## src/rtl/genius_ctrl.sv

```systemverilog
// genius_ctrl: memory-game controller that shows a growing colour sequence and checks the player's replay.
// Optional feature: define GENIUS_TIMEOUT_EN to lose the game after TIMEOUT_CYCLES idle cycles in WAIT_IN.
module genius_ctrl #(
   parameter int SHOW_CYCLES    = 4,
   parameter int GAP_CYCLES     = 2,
   parameter int TIMEOUT_CYCLES = 64
) (
   input  logic       clk,
   input  logic       rst_n,
   input  logic       start,
   input  logic [3:0] btn,
   output logic [3:0] seq_addr,
   input  logic [3:0] seq_data,
   output logic [3:0] led,
   output logic [4:0] round,
   output logic       busy,
   output logic       win,
   output logic       lose
);
   typedef enum logic [2:0] {IDLE, SHOW, GAP, WAIT_IN, PAUSE, WIN, LOSE} state_t;
   localparam int CMAX = SHOW_CYCLES > GAP_CYCLES ? SHOW_CYCLES : GAP_CYCLES;
   localparam int CW = $clog2(CMAX + 1);
   localparam logic [CW-1:0] SHOW_LAST = CW'(SHOW_CYCLES - 1);
   localparam logic [CW-1:0] GAP_LAST = CW'(GAP_CYCLES - 1);
   state_t state, state_n;
   logic [3:0] idx, idx_n, btn_prev;
   logic [4:0] round_n;
   logic [CW-1:0] cnt, cnt_n;
   logic press, last, match;
`ifdef GENIUS_TIMEOUT_EN
   localparam int TW = $clog2(TIMEOUT_CYCLES + 1);
   localparam logic [TW-1:0] TO_LAST = TW'(TIMEOUT_CYCLES - 1);
   logic [TW-1:0] tcnt, tcnt_n;
`endif
   assign press = (btn != 4'd0) && (btn_prev == 4'd0);
   assign match = btn == seq_data;
   assign last = {1'b0, idx} == round - 5'd1;
   assign seq_addr = idx;
   assign led = state == SHOW ? seq_data : state == WAIT_IN ? btn : state == WIN ? 4'b1111 : 4'b0000;
   assign busy = state inside {SHOW, GAP, WAIT_IN, PAUSE};
   assign win = state == WIN;
   assign lose = state == LOSE;
   // state, step index, round, phase counter and button-edge register
   always_ff @(posedge clk or negedge rst_n) begin
      if (!rst_n) begin
         state <= IDLE;
         idx <= 4'd0;
         round <= 5'd0;
         cnt <= '0;
         btn_prev <= 4'd0;
`ifdef GENIUS_TIMEOUT_EN
         tcnt <= '0;
`endif
      end else begin
         state <= state_n;
         idx <= idx_n;
         round <= round_n;
         cnt <= cnt_n;
         btn_prev <= btn;
`ifdef GENIUS_TIMEOUT_EN
         tcnt <= tcnt_n;
`endif
      end
   end
   // next-state logic: show/gap/pause timing and player answer checking
   always_comb begin
      state_n = state;
      idx_n = idx;
      round_n = round;
      cnt_n = cnt;
`ifdef GENIUS_TIMEOUT_EN
      tcnt_n = tcnt;
`endif
      case (state)
         IDLE, WIN, LOSE: begin
            if (start) begin
               state_n = SHOW;
               round_n = 5'd1;
               idx_n = 4'd0;
               cnt_n = '0;
            end
         end
         SHOW: begin
            if (cnt == SHOW_LAST) begin
               state_n = GAP;
               cnt_n = '0;
            end else cnt_n = cnt + 1'b1;
         end
         GAP: begin
            if (cnt == GAP_LAST) begin
               cnt_n = '0;
               if (last) begin
                  state_n = WAIT_IN;
                  idx_n = 4'd0;
`ifdef GENIUS_TIMEOUT_EN
                  tcnt_n = '0;
`endif
               end else begin
                  state_n = SHOW;
                  idx_n = idx + 4'd1;
               end
            end else cnt_n = cnt + 1'b1;
         end
         WAIT_IN: begin
            if (press) begin
`ifdef GENIUS_TIMEOUT_EN
               tcnt_n = '0;
`endif
               if (!match) state_n = LOSE;
               else if (!last) idx_n = idx + 4'd1;
               else if (round == 5'd16) state_n = WIN;
               else begin
                  round_n = round + 5'd1;
                  idx_n = 4'd0;
                  cnt_n = '0;
                  state_n = PAUSE;
               end
            end
`ifdef GENIUS_TIMEOUT_EN
            else if (tcnt == TO_LAST) state_n = LOSE;
            else tcnt_n = tcnt + 1'b1;
`endif
         end
         PAUSE: begin
            if (cnt == GAP_LAST) begin
               state_n = SHOW;
               idx_n = 4'd0;
               cnt_n = '0;
            end else cnt_n = cnt + 1'b1;
         end
         default: state_n = IDLE;
      endcase
   end
endmodule

```

## config.mk

```make
export PLATFORM = sky130hd
export DESIGN_NAME = genius_ctrl
export DESIGN_NICKNAME = d
export VERILOG_FILES = /design/src/rtl/genius_ctrl.sv
export SDC_FILE = /design/constraint.sdc
export NUM_CORES = 1
export LEC_CHECK = 0
export BUFFER_PORTS_ARGS = -buffer_cell sky130_fd_sc_hd__buf_2
export CORE_MARGIN = 1
export CORE_UTILIZATION = 49
export DETAILED_ROUTE_END_ITERATION = 6
export PLACE_DENSITY = 0.7
export SLEW_MARGIN = 20
export SYNTH_ARGS = -nofsm -noshare
export SYNTH_HDL_FRONTEND = slang
export SYNTH_SLANG_ARGS = --single-unit
export TNS_END_PERCENT = 20
```

## constraint.sdc

```tcl
create_clock -name clk -period 3.2 [get_ports clk]
set_input_delay 0 -clock clk [delete_from_list [all_inputs] [get_ports clk]]
set_output_delay 0 -clock clk [all_outputs]
set_load 0.1 [all_outputs]
```

==> run metrics <==
Routed Antenna Nets=0; CTS resizes=0; Hold WC Path Type=in2async; Critical Path End Type=flip-flop; routability cong.=roughly 0.85; final hold vios=0; RSZ-0062 raised after global routing=no; via/cell ratio=5.80; CTS Buf Count=3; number of synthesized flops with an enable pin=0; final worst-path cycle share=between 70% and 80%; core footprint=3080 um2; WL/cell=14.9 um; power per cell area=1020 nW/um2; critical path class=reg2reg; initial antenna violation count=0; Switch Pwr=1.13 mW; top-count cell post-synth=dfrtp_1; Vias=approximately 1400; length of the first detailed-routing pass in iterations=4; Die Wd=between 50 and 60 um; Clk Latency, worst-skew pair=approximately 0.32 ns; Slew Limit Fails=0; Residual DRC=0; HPWL after DPL=between 2 and 3 mm; max capacitance violation total=0; vias in the first global route=1292; Syn. warnings=0; LEAKAGE=roughly 0.8 nW; switching share of power=between 60% and 70%; post-synthesis sequential area ratio=29.7%; Worst R2R Setup Slack=0.68 ns; die area=3500 um2; CP arrival=between 2 and 3 ns; clk sinks=19; largest net degree at the start of global routing=23; startpoint types=flip-flop; Clock Path Buffers=2; Int Pwr=0.740 mW; max_slew headroom=51.1%; Area contributors post-synth=dfrtp_1, ha_1, xnor2_1; DRT Wirelength=3.66 mm; Clock power frac=under 10%; critical-path maximum fanout=14; Design Area, Final=around 1800 um2; Worst Clk Skew=0.00142 ns; Initial Util=52.0%; Cell variety after synth=57; CTS H-tree depth=1; Synth top area share=just under 30%; Post-Syn Area per Cell=9.30 um2; pin slew with the least headroom to its limit=0.726 ns; synthesized cell area=1600 um2; register share of total power=22.4%; DP Area=~1800 um2; clock root buffer master=clkbuf_4; row cnt=20; Gate power share=between 70% and 80%; Tmin final=between 2 and 3 ns; Syn Nets=192; hold bufs inserted after CTS=5; setup TNS=0 ns; total gr overflow=0; Async SR Flop Fraction=between 90% and 100%; total setup buffers inserted after CTS=0; critical path required time=3.45 ns; Peak Freq=397 MHz; Port Buffers=26; GRT Resource Usage Total=23.6%; worst reg2reg path depth=7; antenna cell count=0; Die Height=roughly 60 um; synthesized instance count=172; status=completed; CTS tree=done; I/O pin cnt=27; worst vdd ir=0.000987 V; Starting DRT DRC Count=65; post-synthesis register bit count=19; clk slew on worst S/H paths=0.11 ns; leading area contributor after synthesis=dfrtp_1; Most used DFF post-synth=dfrtp_1; Final #Nets=222; commonest cells in the netlist=dfrtp_1, inv_1, nand2_1; synth-to-layout area growth=14.4%; Final Setup Violations=0; global-route wire length before repair=6.10 mm; layout cells sized above 1=22.9%
layout by cell type (no fill, tap or decap), drive strengths merged, types with 3 or more instances in the layout:
cell type,synthesis,final
a21oi,4,4
o22ai,3,3
o221ai,3,3
xnor2,7,7
o21ai,9,9
a22o,3,3
dlygate4sd3,0,5
nor3,9,9
buf,5,27
clkbuf,2,4
ha,8,8
nand3,5,5
nand2b,3,3
and2,5,5
o22a,3,3
dfrtp,19,19
inv,13,13
mux2i,3,3
nor4,5,5
nor2,11,11
nand2,12,12
xor2,6,6
power groups by stage:
stage / registers [mW] / logic [mW] / clock network (mW)
floorplan: 0.392 / 1.10 / 0
global placement: 0.419 / 1.28 / 0
detailed placement: 0.424 / 1.30 / 0
CTS: 0.420 / 1.31 / 0.132
global route: 0.438 / 1.41 / 0.143
finish: 0.418 / 1.32 / 0.130
registers in the layout, indices dropped and copies added (netlist names):
register / cells
btn_prev: 4
cnt: 3
state: 3
round: 5
seq_addr: 4
per-layer routing:
| layer | GRT usage (%) | wire length [um] | vias up |
|---|---|---|---|
| met5 | 0 | 0 | - |
| met4 | 10.9 | 84 | 0 |
| met3 | 3.06 | 158 | 7 |
| met2 | 39.9 | 1770 | 56 |
| met1 | 29.9 | 1650 | 669 |
| li1 | - | - | 688 |
logic make-up after synthesis:
group	Yosys count	share of synthesized area, %
XOR/XNOR	14	8.61
adder cells (fa/ha/maj)	9	7.51
flip-flops	19	29.7
AO/OA/AOI/OAI	45	23.0
AND/OR/NAND/NOR	60	22.6
multiplexers	4	2.82
buffers and inverters	21	5.71
critical path, cell delays in order, from the launching register on:
cell and delay, ns:
dfrtp_1 0.62, clkinv_1 0.37, fa_1 0.47, inv_1 0.10, o32a_1 0.15, o221ai_2 0.14
a2111oi_2 0.43, o2bb2ai_1 0.17
per-stage QoR:
stage / util [%] / hold WS (ns) / setup WS [ns] / total power, mW / cells
after floorplan: - / -0.296 / 0.267 / 1.50 / 172
after global placement: 57.0 / -0.0362 / 0.853 / 1.70 / 236
after detailed placement: 57.0 / -0.0324 / 0.716 / 1.73 / 236
after CTS: 59.4 / 0.160 / 0.682 / 1.86 / 245
after global routing: 59.4 / 0.172 / 0.415 / 2.00 / 245
final: 59.4 / 0.158 / 0.683 / 1.87 / 245
layout make-up:
| cell class | count | area (um2) |
|---|---|---|
| Timing Repair Buffer | 32 | 188 |
| Multi-Input combinational cell | 132 | 1030 |
| Tap cell | 44 | 55.1 |
| Inverter | 14 | 52.6 |
| Clock buffer | 4 | 26.3 |
| Fill cell | 281 | 1250 |
| Sequential cell | 19 | 475 |
final timing paths:
| check | start | end |
|---|---|---|
| max in group asynchronous | rst_n | state[2] |
| setup / recovery | state[2] | seq_addr[3] |
| min in group clk | start | round[1] |
| setup reg to reg | state[2] | seq_addr[3] |
| hold reg to reg | cnt[0] | cnt[0] |
| hold / removal | rst_n | seq_addr[2] |
Note: power is estimated with default switching activity, not from simulation.
